<file path="src/rtl/vga_pkg.sv">
// Shared 640x480@60 timing constants, coordinate type and a window helper.
package vga_pkg;

   localparam int COORD_W = 10;
   typedef logic [COORD_W-1:0] coord_t;

   localparam int VGA_H_VISIBLE = 640;
   localparam int VGA_H_FP      = 16;
   localparam int VGA_H_SYNC    = 96;
   localparam int VGA_H_BP      = 48;
   localparam int VGA_V_VISIBLE = 480;
   localparam int VGA_V_FP      = 10;
   localparam int VGA_V_SYNC    = 2;
   localparam int VGA_V_BP      = 33;
   localparam int VGA_PIX_DIV   = 4;

   localparam int VGA_H_TOTAL = VGA_H_VISIBLE + VGA_H_FP + VGA_H_SYNC + VGA_H_BP;
   localparam int VGA_V_TOTAL = VGA_V_VISIBLE + VGA_V_FP + VGA_V_SYNC + VGA_V_BP;

   // True when lo <= v < hi.
   function automatic logic in_window(coord_t v, coord_t lo, coord_t hi);
      return (v >= lo) && (v < hi);
   endfunction

endpackage

</file>
<file path="src/rtl/hvsync_gen_if.sv">
// Video timing bundle: pixel enable, scan coordinates and decoded syncs.
// All signals are produced by the generator (master) on clk_100 and are
// plain levels; there is no handshake, a consumer samples them whenever
// pix_tick is high.
interface hvsync_if;
   import vga_pkg::*;

   logic   pix_tick;
   coord_t pixel_x;
   coord_t pixel_y;
   logic   video_on;
   logic   hsync;
   logic   vsync;
   logic   frame_start;

   modport master (
      output pix_tick, pixel_x, pixel_y, video_on, hsync, vsync, frame_start
   );

   modport slave (
      input pix_tick, pixel_x, pixel_y, video_on, hsync, vsync, frame_start
   );

endinterface

</file>
<file path="src/rtl/hvsync_gen_pix_div.sv">
// Pixel-enable divider: counts 0..PIX_DIV-1, pulses pix_tick on the last count.
module pix_div
   import vga_pkg::*;
#(
   parameter int PIX_DIV = VGA_PIX_DIV
) (
   input  logic clk_100,
   input  logic rst,
   output logic pix_tick
);

   localparam int            DW      = (PIX_DIV > 1) ? $clog2(PIX_DIV) : 1;
   localparam logic [DW-1:0] DIV_MAX = DW'(PIX_DIV - 1);

   logic [DW-1:0] div_q;
   logic [DW-1:0] div_d;

   // Next divider value: wrap to zero after the last count.
   always_comb begin
      div_d = (div_q == DIV_MAX) ? '0 : div_q + DW'(1);
   end

   // Divider register, cleared asynchronously so the first tick lands on
   // the PIX_DIV-th edge after release.
   always_ff @(posedge clk_100 or negedge rst) begin
      if (!rst) div_q <= '0;
      else      div_q <= div_d;
   end

   // Gated by rst so a PIX_DIV of 1 still reads 0 during reset.
   assign pix_tick = rst & (div_q == DIV_MAX);

endmodule

</file>
<file path="src/rtl/hvsync_gen.sv">
// VGA horizontal/vertical scan generator. Counters advance on pix_tick;
// syncs, video_on and frame_start are decoded from the next counter values
// and registered so they line up with the coordinates they describe.
module hvsync_gen
   import vga_pkg::*;
#(
   parameter int H_VISIBLE = VGA_H_VISIBLE,
   parameter int H_FP      = VGA_H_FP,
   parameter int H_SYNC    = VGA_H_SYNC,
   parameter int H_BP      = VGA_H_BP,
   parameter int V_VISIBLE = VGA_V_VISIBLE,
   parameter int V_FP      = VGA_V_FP,
   parameter int V_SYNC    = VGA_V_SYNC,
   parameter int V_BP      = VGA_V_BP,
   parameter int PIX_DIV   = VGA_PIX_DIV
) (
   input  logic      clk_100,
   input  logic      rst,
   hvsync_if.master  vid
);

   localparam int H_TOTAL = H_VISIBLE + H_FP + H_SYNC + H_BP;
   localparam int V_TOTAL = V_VISIBLE + V_FP + V_SYNC + V_BP;

   localparam coord_t H_MAX    = coord_t'(H_TOTAL - 1);
   localparam coord_t V_MAX    = coord_t'(V_TOTAL - 1);
   localparam coord_t H_VIS    = coord_t'(H_VISIBLE);
   localparam coord_t V_VIS    = coord_t'(V_VISIBLE);
   localparam coord_t HS_START = coord_t'(H_VISIBLE + H_FP);
   localparam coord_t HS_END   = coord_t'(H_VISIBLE + H_FP + H_SYNC);
   localparam coord_t VS_START = coord_t'(V_VISIBLE + V_FP);
   localparam coord_t VS_END   = coord_t'(V_VISIBLE + V_FP + V_SYNC);

   logic   tick;
   coord_t x_q, x_d;
   coord_t y_q, y_d;
   logic   hsync_q, hsync_d;
   logic   vsync_q, vsync_d;
   logic   video_on_q, video_on_d;
   logic   frame_start_q, frame_start_d;

   pix_div #(
      .PIX_DIV (PIX_DIV)
   ) u_pix_div (
      .clk_100  (clk_100),
      .rst      (rst),
      .pix_tick (tick)
   );

   // Next scan position and the outputs decoded from it.
   always_comb begin
      x_d = x_q;
      y_d = y_q;
      if (tick) begin
         if (x_q == H_MAX) begin
            x_d = '0;
            y_d = (y_q == V_MAX) ? '0 : y_q + coord_t'(1);
         end else begin
            x_d = x_q + coord_t'(1);
         end
      end
      hsync_d       = !in_window(x_d, HS_START, HS_END);
      vsync_d       = !in_window(y_d, VS_START, VS_END);
      video_on_d    = (x_d < H_VIS) && (y_d < V_VIS);
      frame_start_d = (x_d == '0) && (y_d == '0);
   end

   // Scan registers; reset values are the decode of pixel (0,0), so any
   // sync pulse in flight is dropped the moment rst falls.
   always_ff @(posedge clk_100 or negedge rst) begin
      if (!rst) begin
         x_q           <= '0;
         y_q           <= '0;
         hsync_q       <= 1'b1;
         vsync_q       <= 1'b1;
         video_on_q    <= 1'b1;
         frame_start_q <= 1'b1;
      end else begin
         x_q           <= x_d;
         y_q           <= y_d;
         hsync_q       <= hsync_d;
         vsync_q       <= vsync_d;
         video_on_q    <= video_on_d;
         frame_start_q <= frame_start_d;
      end
   end

   assign vid.pix_tick    = tick;
   assign vid.pixel_x     = x_q;
   assign vid.pixel_y     = y_q;
   assign vid.hsync       = hsync_q;
   assign vid.vsync       = vsync_q;
   assign vid.video_on    = video_on_q;
   assign vid.frame_start = frame_start_q;

endmodule

</file>
<file path="src/flat_wrapper.sv">
// flat-port wrapper written by rule: the top's interface ports become plain ports
module hvsync_gen_flat import vga_pkg::*;
#(
   parameter int H_VISIBLE = VGA_H_VISIBLE,
   parameter int H_FP      = VGA_H_FP,
   parameter int H_SYNC    = VGA_H_SYNC,
   parameter int H_BP      = VGA_H_BP,
   parameter int V_VISIBLE = VGA_V_VISIBLE,
   parameter int V_FP      = VGA_V_FP,
   parameter int V_SYNC    = VGA_V_SYNC,
   parameter int V_BP      = VGA_V_BP,
   parameter int PIX_DIV   = VGA_PIX_DIV
)
  (clk_100, rst, vid_pix_tick, vid_pixel_x, vid_pixel_y, vid_video_on, vid_hsync, vid_vsync, vid_frame_start);
  hvsync_if vid_i ();
  input  logic clk_100;
  input  logic rst;
  output wire logic [$bits(vid_i.pix_tick)-1:0] vid_pix_tick;
  output wire logic [$bits(vid_i.pixel_x)-1:0] vid_pixel_x;
  output wire logic [$bits(vid_i.pixel_y)-1:0] vid_pixel_y;
  output wire logic [$bits(vid_i.video_on)-1:0] vid_video_on;
  output wire logic [$bits(vid_i.hsync)-1:0] vid_hsync;
  output wire logic [$bits(vid_i.vsync)-1:0] vid_vsync;
  output wire logic [$bits(vid_i.frame_start)-1:0] vid_frame_start;
  assign vid_pix_tick = vid_i.pix_tick;
  assign vid_pixel_x = vid_i.pixel_x;
  assign vid_pixel_y = vid_i.pixel_y;
  assign vid_video_on = vid_i.video_on;
  assign vid_hsync = vid_i.hsync;
  assign vid_vsync = vid_i.vsync;
  assign vid_frame_start = vid_i.frame_start;
  hvsync_gen #(.H_VISIBLE(H_VISIBLE), .H_FP(H_FP), .H_SYNC(H_SYNC), .H_BP(H_BP), .V_VISIBLE(V_VISIBLE), .V_FP(V_FP), .V_SYNC(V_SYNC), .V_BP(V_BP), .PIX_DIV(PIX_DIV)) u_core (.clk_100(clk_100), .rst(rst), .vid(vid_i));
endmodule
</file>
<file path="config.mk">
export PLATFORM = sky130hd
export DESIGN_NAME = hvsync_gen_flat
export DESIGN_NICKNAME = d
export VERILOG_FILES = /design/src/rtl/vga_pkg.sv /design/src/rtl/hvsync_gen_if.sv /design/src/rtl/hvsync_gen_pix_div.sv /design/src/rtl/hvsync_gen.sv /design/src/flat_wrapper.sv
export SDC_FILE = /design/constraint.sdc
export NUM_CORES = 1
export LEC_CHECK = 0
export CAP_MARGIN = 5
export CORE_MARGIN = 2
export CORE_UTILIZATION = 50
export CTS_CLUSTER_DIAMETER = 200
export DETAILED_ROUTE_END_ITERATION = 8
export GPL_TIMING_DRIVEN = 1
export PLACE_DENSITY = 0.74
export SETUP_SLACK_MARGIN = 0.2
export SLEW_MARGIN = 40
export SYNTH_ARGS = -nofsm -noshare
export SYNTH_HDL_FRONTEND = slang
export SYNTH_SLANG_ARGS = --single-unit
</file>
<file path="constraint.sdc">
create_clock -name clk_100 -period 4.9 [get_ports clk_100]
set_clock_uncertainty 0.2 [all_clocks]
set_input_delay 1.47 -clock clk_100 [delete_from_list [all_inputs] [get_ports clk_100]]
set_output_delay 1.47 -clock clk_100 [all_outputs]
set_load 0.01 [all_outputs]
</file>
==> metrics.cfg <==
[pwr]
power_density_mw_per_mm2=257
power_frac_comb_pct=17.2
p_leak_nw=0.798
ir_drop_v=0.000124
power.switching_mw=0.129
power.internal_mw=0.353
finalPower_mw=0.483
p_seq_share_pct=52.1
power_frac_clock_pct=30.7
swShare_pct=26.8

[clocking]
cts_tree=yes
cts-root-buf=clkbuf_4
ctsLongestPathBuffers=2
clk_pin_slew_worst_paths_ps=140
holdBufCountCts=0
htreeDepth=1
cts.sink_count=26
clkLatencyLatePin_ps=320
cts-buffers-inserted=3
cts-resized-gates=0
post-cts-setup-buffers=0

[floorplanning]
io_pins=27
die_h_um=59.4
die_w_um=59.4
start_util_pct=51.5
core_area_mm2=0.00298
die_area_mm2=0.00352
rows=20

[run]
cap_violations=0

[setup_path]
required_ps=3230
critical_path_arrival_ps=2850
path_max_fanout=7
critPathLaunch=rst
cp-end-kind=output pin
critical_path_class=primary input to output pin
r2r-start=u_core.vid.pixel_x[5]
critPathLaunchType=primary input

[global_route]
grt_max_degree=30
grt-busiest-layer=met2
met2_usage_pct=34.7
grt_overflow=0
met1_usage_pct=30.2
grt_first_pass_wirelength_um=5950
gr-usage-all-layers_pct=22.2
grt_antenna_before_repair=0
global_route.usage.met3_pct=3.06
first_global_vias=1308

[cells_and_area]
syn_to_final_growth_pct=22.6
antenna_cells=0
layout_common_cells=26 x clkdlybuf4s50_1, 22 x dfrtp_1, 19 x nand2_1
post_route_cells_drive_above_1_share_pct=8.25
finish.utilization_pct=63.1
final_net_count=201
final_common_cell=clkdlybuf4s50_1

[routing]
wl_um=3580
drtIter0Drc=71
wl_per_cell_um=15.8
vias=1393
antenna_left=0
route.detailed.drc=0
drt-pass1-iter-count=4
viasPerCell=6.14

[yosys]
avgSynthCellArea_um2=9.18
synth-main-ff-cell=dfrtp_1
synth_nets=173
netlist_area_mm2=0.00153
ys_types=43
yosysSeqAreaShare_pct=42.8
ys_async_sr_fraction_pct=100
syn_inst=167
synth_edf_count=0
yosys_register_bits=26
yosysWarnings=0

[timing]
setup_ws_ps=375
tns_ps=0
worst_pin_slew_ps=592
fmax_ghz=0.221
rsz0062_at_grt=false
setup_viol=0
max_slew_margin_pct=60.3
slew_viol_final=0
fin_crit_sh_pct=92.3
finalHoldWorstSlack_ps=237
period_needed_ps=4520
hold_violations=0

[worst_hold_path]
hold_class=flop to flop
min_from=u_core.u_pix_div.div_q[0]

[place]
place.gp.congestion=0.890
portBuffers=26
hpwlAfterDp_um=2610
preCtsSetupSlack_ps=396

[outcome]
outcome=finished, final reports clean

[power groups by stage]
stage | registers [mW] | clock network, mW | logic, mW
3_3_place_gp | 0.254 | 0 | 0.0803
5_1_grt | 0.255 | 0.162 | 0.0899
2_1_floorplan | 0.257 | 0 | 0.0357
3_5_place_dp | 0.256 | 0 | 0.0812
6_report | 0.252 | 0.148 | 0.0831
4_1_cts | 0.251 | 0.152 | 0.0818
[sequential cells by signal, indices dropped and copies added (netlist names)]
| name | cells |
|---|---|
| u_core.u_pix_div.div_q | 2 |
| u_core.vid.frame_start | 1 |
| u_core.vid.hsync | 1 |
| u_core.vid.pixel_x | 10 |
| u_core.vid.pixel_y | 10 |
| u_core.vid.video_on | 1 |
| u_core.vid.vsync | 1 |
[cells by family after synthesis]
kind of cell / after synthesis / synth area share [%]
mux: 2 / 1.31
compound gates: 30 / 13.1
flops: 26 / 42.8
simple gates: 78 / 28.8
buf+inv: 15 / 3.92
xor+xnor: 12 / 6.86
fa+ha+maj: 4 / 3.27
[worst max-delay path, stage by stage]
cell and delay [ps]:
clkdlybuf4s50_1 480, nand2_1 150, inv_1 190, clkdlybuf4s50_1 560
[Yosys cell counts, types with 2 or more instances]
cell,count,share of area (%)
dfrtp_1,22,36
nand2_1,19,4.7
nor2_1,13,3.2
inv_1,10,2.4
nand3_1,10,3.3
o21ai_0,9,2.9
nand4_1,7,2.9
xnor2_1,7,4.0
a21oi_1,6,2.0
and3_1,6,2.4
and4_1,5,2.9
nor3_1,5,1.6
xor2_1,5,2.9
clkbuf_1,4,0.98
dfstp_2,4,6.9
ha_1,4,3.3
o31ai_1,3,1.5
mux2i_1,2,1.3
or2_2,2,0.82
[area by class of cell]
cell class / count / area (um^2)
clock inverter: 1 / 30.0
clock buffer: 3 / 22.5
fill: 277 / 1100
timing repair buffer: 28 / 275
multi-input combinational: 126 / 817
inverter: 10 / 37.5
sequential: 26 / 656
tap: 33 / 41.3
[worst paths after layout]
path                                        endpoint  slack [ps]  cells past startpoint
hold / removal             u_core.u_pix_div.div_q[0]         240                      1
min in group asynchronous      u_core.vid.pixel_x[2]        1340                      2
setup / recovery                        vid_pix_tick         380                      4
setup reg to reg              u_core.vid.frame_start        1990                      6
max in group asynchronous           u_core.vid.hsync        2850                      2
hold reg to reg            u_core.u_pix_div.div_q[0]         240                      1
[layer usage]
metal	up-vias	part of all wire, %
met3	13	4.0
met2	50	48
met1	664	44
li1	666	-
met4	0	3.2
met5	-	0
[stage by stage]
stage                     instance area (um^2)  std cells
after global placement                    1830        223
after detailed placement                  1830        223
after global routing                      1880        227
after CTS                                 1880        227
after floorplan                           1530        167
final                                     1880        227
No activity file was read; power rests on OpenSTA's default activity.
